File: src/rtl/uart_boot_loader.sv
`timescale 1ns/1ps
// uart_boot_loader
//
// Receives a program image over an 8N1 UART line and writes it word by word
// into instruction memory. The processor is held in reset until the whole
// image has arrived. It is then released and the loader ignores the line.
//
// Image format on the wire:
//   two bytes of word count N (little-endian), then 4*N bytes of instruction
//   words. Each word is sent little-endian.
//
// Ports:
//   clk         system clock, rising edge
//   rst         asynchronous reset, active-low
//   rx          UART serial input, idle high, LSB first
//   imem_we     one-cycle instruction-memory write strobe
//   imem_addr   word address of the write (ADDR_W bits)
//   imem_wdata  instruction word of the write
//   cpu_rst     active-high reset to the processor; low only once loaded
//   done        sticky, load completed successfully
//   error       sticky, framing error or oversize word count
module uart_boot_loader #(
  parameter int CLKS_PER_BIT = 868,
  parameter int ADDR_W       = 8
) (
  input  logic              clk,
  input  logic              rst,
  input  logic              rx,
  output logic              imem_we,
  output logic [ADDR_W-1:0] imem_addr,
  output logic [31:0]       imem_wdata,
  output logic              cpu_rst,
  output logic              done,
  output logic              error
);

  localparam int CNT_W = $clog2(CLKS_PER_BIT);
  localparam logic [CNT_W-1:0] HALF_M1 = CNT_W'(CLKS_PER_BIT / 2 - 1);
  localparam logic [CNT_W-1:0] BIT_M1  = CNT_W'(CLKS_PER_BIT - 1);
  // Memory capacity in words; the word count may equal it but not exceed it.
  localparam logic [16:0] MAX_WORDS = 17'(1) << ADDR_W;

  // ---------------------------------------------------------------------
  // rx synchronizer (idle level is high, so the flops reset to 1)
  // ---------------------------------------------------------------------
  logic rx_p0;
  logic rx_p1;

  always_ff @(posedge clk or negedge rst) begin
    if (!rst) begin
      rx_p0 <= 1'b1;
      rx_p1 <= 1'b1;
    end else begin
      rx_p0 <= rx;
      rx_p1 <= rx_p0;
    end
  end

  // ---------------------------------------------------------------------
  // UART receive FSM
  // ---------------------------------------------------------------------
  typedef enum logic [1:0] {
    RX_IDLE,
    RX_START,
    RX_DATA,
    RX_STOP
  } rx_state_t;

  rx_state_t        rx_state_q, rx_state_d;
  logic [CNT_W-1:0] bit_cnt_q, bit_cnt_d;
  logic [2:0]       bit_idx_q, bit_idx_d;
  logic [7:0]       shift_q, shift_d;
  logic             byte_valid;
  logic             frame_err;

  always_ff @(posedge clk or negedge rst) begin
    if (!rst) begin
      rx_state_q <= RX_IDLE;
      bit_cnt_q  <= '0;
      bit_idx_q  <= '0;
    end else begin
      rx_state_q <= rx_state_d;
      bit_cnt_q  <= bit_cnt_d;
      bit_idx_q  <= bit_idx_d;
    end
  end

  // The shift register holds no state the FSM depends on, so it needs no reset.
  always_ff @(posedge clk) begin
    shift_q <= shift_d;
  end

  always_comb begin
    rx_state_d = rx_state_q;
    bit_cnt_d  = bit_cnt_q + 1'b1;
    bit_idx_d  = bit_idx_q;
    shift_d    = shift_q;
    byte_valid = 1'b0;
    frame_err  = 1'b0;
    case (rx_state_q)
      RX_IDLE: begin
        bit_cnt_d = '0;
        if (!rx_p1) rx_state_d = RX_START;
      end
      RX_START: begin
        // Re-sample mid start bit; a high level means it was only a glitch.
        if (bit_cnt_q == HALF_M1) begin
          bit_cnt_d  = '0;
          bit_idx_d  = '0;
          rx_state_d = rx_p1 ? RX_IDLE : RX_DATA;
        end
      end
      RX_DATA: begin
        if (bit_cnt_q == BIT_M1) begin
          bit_cnt_d = '0;
          shift_d   = {rx_p1, shift_q[7:1]};
          bit_idx_d = bit_idx_q + 3'd1;
          if (bit_idx_q == 3'd7) rx_state_d = RX_STOP;
        end
      end
      RX_STOP: begin
        if (bit_cnt_q == BIT_M1) begin
          bit_cnt_d  = '0;
          rx_state_d = RX_IDLE;
          if (rx_p1) byte_valid = 1'b1;
          else       frame_err  = 1'b1;
        end
      end
      default: rx_state_d = RX_IDLE;
    endcase
  end

  // ---------------------------------------------------------------------
  // Loader FSM
  // ---------------------------------------------------------------------
  typedef enum logic [2:0] {
    L_CNT_LO,
    L_CNT_HI,
    L_DATA,
    L_WRITE,
    L_DONE,
    L_ERR
  } ld_state_t;

  ld_state_t         ld_state_q, ld_state_d;
  logic [ADDR_W:0]   n_words_q, n_words_d;
  logic [ADDR_W:0]   word_cnt_q, word_cnt_d;
  logic [1:0]        byte_idx_q, byte_idx_d;
  logic [7:0]        n_lo_q, n_lo_d;
  logic [23:0]       word_q, word_d;
  logic              imem_we_d;
  logic [ADDR_W-1:0] imem_addr_d;
  logic [31:0]       imem_wdata_d;
  logic              cpu_rst_d;
  logic              done_d;
  logic              error_d;
  logic [16:0]       n_ext;

  always_ff @(posedge clk or negedge rst) begin
    if (!rst) begin
      ld_state_q <= L_CNT_LO;
      n_words_q  <= '0;
      word_cnt_q <= '0;
      byte_idx_q <= '0;
      imem_we    <= 1'b0;
      imem_addr  <= '0;
      imem_wdata <= '0;
      cpu_rst    <= 1'b1;
      done       <= 1'b0;
      error      <= 1'b0;
    end else begin
      ld_state_q <= ld_state_d;
      n_words_q  <= n_words_d;
      word_cnt_q <= word_cnt_d;
      byte_idx_q <= byte_idx_d;
      imem_we    <= imem_we_d;
      imem_addr  <= imem_addr_d;
      imem_wdata <= imem_wdata_d;
      cpu_rst    <= cpu_rst_d;
      done       <= done_d;
      error      <= error_d;
    end
  end

  // Partial count / word bytes; always overwritten before being consumed.
  always_ff @(posedge clk) begin
    n_lo_q <= n_lo_d;
    word_q <= word_d;
  end

  always_comb begin
    ld_state_d   = ld_state_q;
    n_words_d    = n_words_q;
    word_cnt_d   = word_cnt_q;
    byte_idx_d   = byte_idx_q;
    n_lo_d       = n_lo_q;
    word_d       = word_q;
    imem_we_d    = 1'b0;
    imem_addr_d  = imem_addr;
    imem_wdata_d = imem_wdata;
    cpu_rst_d    = cpu_rst;
    done_d       = done;
    error_d      = error;
    n_ext        = {1'b0, shift_q, n_lo_q};
    case (ld_state_q)
      L_CNT_LO: begin
        if (frame_err) begin
          ld_state_d = L_ERR;
          error_d    = 1'b1;
        end else if (byte_valid) begin
          n_lo_d     = shift_q;
          ld_state_d = L_CNT_HI;
        end
      end
      L_CNT_HI: begin
        if (frame_err) begin
          ld_state_d = L_ERR;
          error_d    = 1'b1;
        end else if (byte_valid) begin
          if (n_ext == '0) begin
            ld_state_d = L_DONE;
            done_d     = 1'b1;
            cpu_rst_d  = 1'b0;
          end else if (n_ext > MAX_WORDS) begin
            ld_state_d = L_ERR;
            error_d    = 1'b1;
          end else begin
            ld_state_d  = L_DATA;
            n_words_d   = n_ext[ADDR_W:0];
            word_cnt_d  = '0;
            byte_idx_d  = '0;
            imem_addr_d = '0;
          end
        end
      end
      L_DATA: begin
        if (frame_err) begin
          ld_state_d = L_ERR;
          error_d    = 1'b1;
        end else if (byte_valid) begin
          // Bytes shift in from the top, so after three bytes word_q holds
          // {b2, b1, b0} and the fourth byte lands in bits [31:24].
          byte_idx_d = byte_idx_q + 2'd1;
          if (byte_idx_q == 2'd3) begin
            imem_wdata_d = {shift_q, word_q};
            imem_we_d    = 1'b1;
            ld_state_d   = L_WRITE;
          end else begin
            word_d = {shift_q, word_q[23:8]};
          end
        end
      end
      L_WRITE: begin
        // Strobe is high during this state; step the counters behind it.
        // The address does not advance past the final word, so it never wraps.
        word_cnt_d = word_cnt_q + 1'b1;
        if (frame_err) begin
          ld_state_d = L_ERR;
          error_d    = 1'b1;
        end else if (word_cnt_q + 1'b1 == n_words_q) begin
          ld_state_d = L_DONE;
          done_d     = 1'b1;
          cpu_rst_d  = 1'b0;
        end else begin
          imem_addr_d = imem_addr + 1'b1;
          ld_state_d  = L_DATA;
        end
      end
      L_DONE: ld_state_d = L_DONE;
      L_ERR:  ld_state_d = L_ERR;
      default: ld_state_d = L_ERR;
    endcase
  end

endmodule

File: config.mk
export PLATFORM = sky130hd
export DESIGN_NAME = uart_boot_loader
export DESIGN_NICKNAME = d
export VERILOG_FILES = /design/src/rtl/uart_boot_loader.sv
export SDC_FILE = /design/constraint.sdc
export NUM_CORES = 1
export LEC_CHECK = 0
export ABC_AREA = 1
export BUFFER_PORTS_ARGS = -buffer_cell sky130_fd_sc_hd__clkbuf_2
export CORE_ASPECT_RATIO = 0.6
export CORE_MARGIN = 5
export CORE_UTILIZATION = 60
export DETAILED_ROUTE_END_ITERATION = 6
export GPL_ROUTABILITY_DRIVEN = 0
export PLACE_DENSITY = 0.79
export SLEW_MARGIN = 30
export SYNTH_ARGS = -nofsm -noshare
export SYNTH_HDL_FRONTEND = slang
export SYNTH_SLANG_ARGS = --single-unit
File: constraint.sdc
create_clock -name clk -period 6 [get_ports clk]
set_input_delay 0.6 -clock clk [delete_from_list [all_inputs] [get_ports clk]]
set_output_delay 0.6 -clock clk [all_outputs]
set_load 0.005 [all_outputs]
==> metrics.csv <==
stage,metric,value,unit
sta,Final Hold Vio Count,0,
synthesis,area share of the largest cell type after synthesis,37.4,%
sta,Clock Skew,0.00929,ns
synthesis,most area-consuming cells after synthesis,"dfrtp_1 37%, edfxtp_1 22%, nand2_1 13%",
sta,max-slew violation count,0,
clock_tree,CTS Buffer Depth,2,
grt,met3 usage,7.65,%
cells_and_area,share of cells above drive strength 1,14.8,%
run_status,status,"complete, no violations",
sta,fmax,356,MHz
sta,RSZ-0062 raised after global routing,no,
critical_path,Worst setup SP type,flip-flop,
synthesis,Synth area leader,dfrtp_1,
floorplan,FP Rows,26,
sta,setup tns final,0,ns
grt,vias in the first global route,3999,
sta,Rel. slew slack,39.6,%
floorplan,Core Region,8650,um^2
synthesis,instance count of the mapped netlist,575,
synthesis,distinct cell type count after synthesis,41,
cells_and_area,"Net count, final",639,
grt,GRT busiest layer,met2,
grt,met1 Track Usage GR,29.9,%
critical_path,"Cell Chain, Critical Path",ha_1 -> nand3_1 -> nor2_4 -> nand2_4 -> nor2_8 -> nand3_2 -> inv_2 -> nand2_1 -> nand2_1,
place,Placed Cells,722,
critical_path,Worst Path Max Fanout,39,
route,Vias/cell,5.47,
min_path,Hold Crit Class,input port to asynchronous set/reset pin,
sta,Setup-failing EPs final,0,
synthesis,mux cell area share after synthesis,0,%
critical_path,CP bufs+invs,1,
synthesis,Post-synth ARST share,67.7,%
cells_and_area,Antenna diodes,0,
critical_path,CP max stage delay,0.65,ns
synthesis,Post-synth top flop,dfrtp_1,
clock_tree,Num CTS Buffers,17,
critical_path,highest-delay cell along the critical path,inv_2,
route,Vias,4127,
route,DRC,0,
place,buffers added on ports,46,
synthesis,adder-cell share of the synthesized area,1.62,%
critical_path,Top Family by Delay on Critical Path,simple AND/OR/NAND/NOR gates,
cells_and_area,non-filler instance count after layout,754,
clock_tree,post-CTS sizing,0,
synthesis,complex-gate fraction of the synthesized area,6.12,%
route,WL per Instance,15.2,um
clock_tree,clock-pin transition on the worst setup and hold timing paths,0.05,ns
critical_path,CP Capture Type,flip-flop,
grt,largest net degree at the start of global routing,85,
synthesis,Mapped Area,5420,um^2
power,Power Dens Cells,309,nW/um^2
synthesis,largest family of logic cells by synthesized area,simple AND/OR/NAND/NOR gates,
route,Initial DRC Count,332,
floorplan,DIE WIDTH,133,um
cells_and_area,number of fill cells,576,
route,DR pass1 iterations,5,
floorplan,overall die height,83.6,um
clock_tree,Clock Tree Root,clkbuf_16,
grt,total gr overflow,0,
clock_tree,clock latency on the worst-skew pair,0.41,ns
clock_tree,buffer count from post-CTS setup fixing,0,
flow_run,max_cap viols,0,
synthesis,Yosys warning count,0,
grt,GRT met2 Usage,33.8,%
clock_tree,H-Tree Level Count,4,
grt,initial antenna violation count,0,
critical_path,Critical Path RT,6.35,ns
sta,fin crit period,2.81,ns
synthesis,Post-Synth XOR/XNOR Area,0.969,%
cells_and_area,"Design Area, Final",6340,um^2
power,Max VDD drop,0.251,mV
critical_path,path type of the worst setup path,flip-flop to flip-flop,
synthesis,Synth Area in Simple Gates,24.0,%
place,detailed-placement wirelength estimate,7460,um
synthesis,syn nets,585,
sta,Final Cycle Share,46.8,%
grt,first-pass GRT wire length,19300,um
sta,Tightest Pin Transition,0.905,ns
synthesis,Post-synth EDFFs,40,
critical_path,"most used cell, CP",nand2_1,
floorplan,# IOs,47,
floorplan,die area,11100,um^2
synthesis,"Seq/Total Area, Yosys",61.0,%
synthesis,Seq cells post-synth,124,
synthesis,Mean Syn Cell Area,9.43,um^2
clock_tree,CTS tree,done,
power,P_leak,0.00312,uW
clock_tree,clk sinks,124,
place,DP Area,5710,um^2
route,final wirelength,11500,um
grt,GRT Overall Usage,22.0,%
clock_tree,Post-CTS Hold Fix Bufs,0,
critical_path,CP arrival,3.15,ns
route,number of nets with antenna violations after routing,0,
cells_and_area,area grow syn2layout,17.0,%
cells_and_area,"Core Util, Final",73.3,%
floorplan,Starting Density,62.7,%
==> metal layers <==
metal  share of wire (%)  vias to the layer above
met3                 6.9                       15
met1                  46                     1999
met5                   0                        -
met2                  46                      145
met4                 1.2                        0
li1                    -                     1968
==> registers in the layout, indices dropped and copies added, names as in the netlist, named ones only <==
signal	count
word_cnt_q	9
rx_p1	1
n_words_q	9
shift_q	8
cpu_rst	1
imem_wdata	32
imem_addr	8
error	1
rx_p0	1
done	1
byte_idx_q	2
n_lo_q	8
imem_we	1
word_q	24
ld_state_q	3
rx_state_q	1
bit_cnt_q	10
bit_idx_q	3
==> where the power goes <==
part	internal, uW	switching (uW)
Combinational	0.955	11.4
Sequential	871	0.770
Clock	714	364
Total	1590	376
==> logic make-up (layout without fill, tap and decap cells) <==
kind of cell	Yosys count	after routing
flops	124	124
fa+ha+maj	7	7
simple gates	300	300
xor+xnor	6	6
compound gates	60	60
buf+inv	78	145
==> worst reg2reg max path: stages, from the launching register on <==
cell	delay [ns]
dfrtp_1	0.40
ha_1	0.27
nand3_1	0.15
nor2_4	0.21
nand2_4	0.10
nor2_8	0.12
nand3_2	0.60
inv_2	0.66
nand2_1	0.14
nand2_1	0.09
==> path summary, 6_finish.rpt <==
| kind | slack (ns) | to | cells past startpoint | start |
|---|---|---|---|---|
| worst max-delay path | 3.19 | imem_wdata[5] | 9 | bit_cnt_q[0] |
| worst min-delay path | 0.24 | bit_cnt_q[8] | 1 | rst |
| worst max register to register | 3.19 | imem_wdata[5] | 9 | bit_cnt_q[0] |
| worst min register to register | 0.36 | rx_p1 | 0 | rx_p0 |
| max in group asynchronous | 5.25 | imem_wdata[13] | 1 | rst |
| min in group clk | 0.27 | rx_p0 | 1 | rx |
==> through the flow <==
stage          hold slack (ns)  total power [uW]  setup slack (ns)
2_1_floorplan            0.304               888              3.96
3_3_place_gp             0.348               900              3.37
3_5_place_dp             0.351               901              3.23
4_1_cts                  0.261              1970              3.20
5_1_grt                  0.259              2030              2.90
6_report                 0.242              1960              3.19
==> final cells by class <==
class	instances	area, um^2	share of cell area (%)
clock inverters	9	133	2.09
flip-flops and latches	124	3310	52.1
repair buffers	46	236	3.73
inverters	67	251	3.97
multi-input cells	373	1770	28.0
clock buffers	23	500	7.89
well taps	112	140	2.21
==> layout by cell type (no fill, tap or decap), types with 4 or more instances in the layout <==
| cell type | instances |
|---|---|
| nand3b_1 | 4 |
| o22ai_1 | 8 |
| clkbuf_2 | 45 |
| nand3_1 | 31 |
| inv_1 | 63 |
| ha_1 | 7 |
| nor3_1 | 9 |
| o21ai_1 | 11 |
| edfxtp_1 | 40 |
| o21ai_0 | 23 |
| nand4_1 | 7 |
| dfrtp_1 | 81 |
| clkbuf_16 | 19 |
| nand2_2 | 4 |
| nor2_1 | 45 |
| nand2_1 | 187 |
| a21oi_1 | 10 |
| xor2_1 | 4 |
==> Yosys cell counts, types with 3 or more instances <==
master    number
a21oi_1       10
buf_6          5
dfrtp_1       81
dfstp_2        3
edfxtp_1      40
ha_1           7
inv_1         63
inv_2          3
nand2_1      187
nand2_2        4
nand3_1       31
nand3_2        3
nand3b_1       4
nand4_1        7
nor2_1        45
nor3_1         9
o21ai_0       23
o21ai_1       11
o22ai_1        8
xor2_1         4
(Power assumes the default switching activity.)
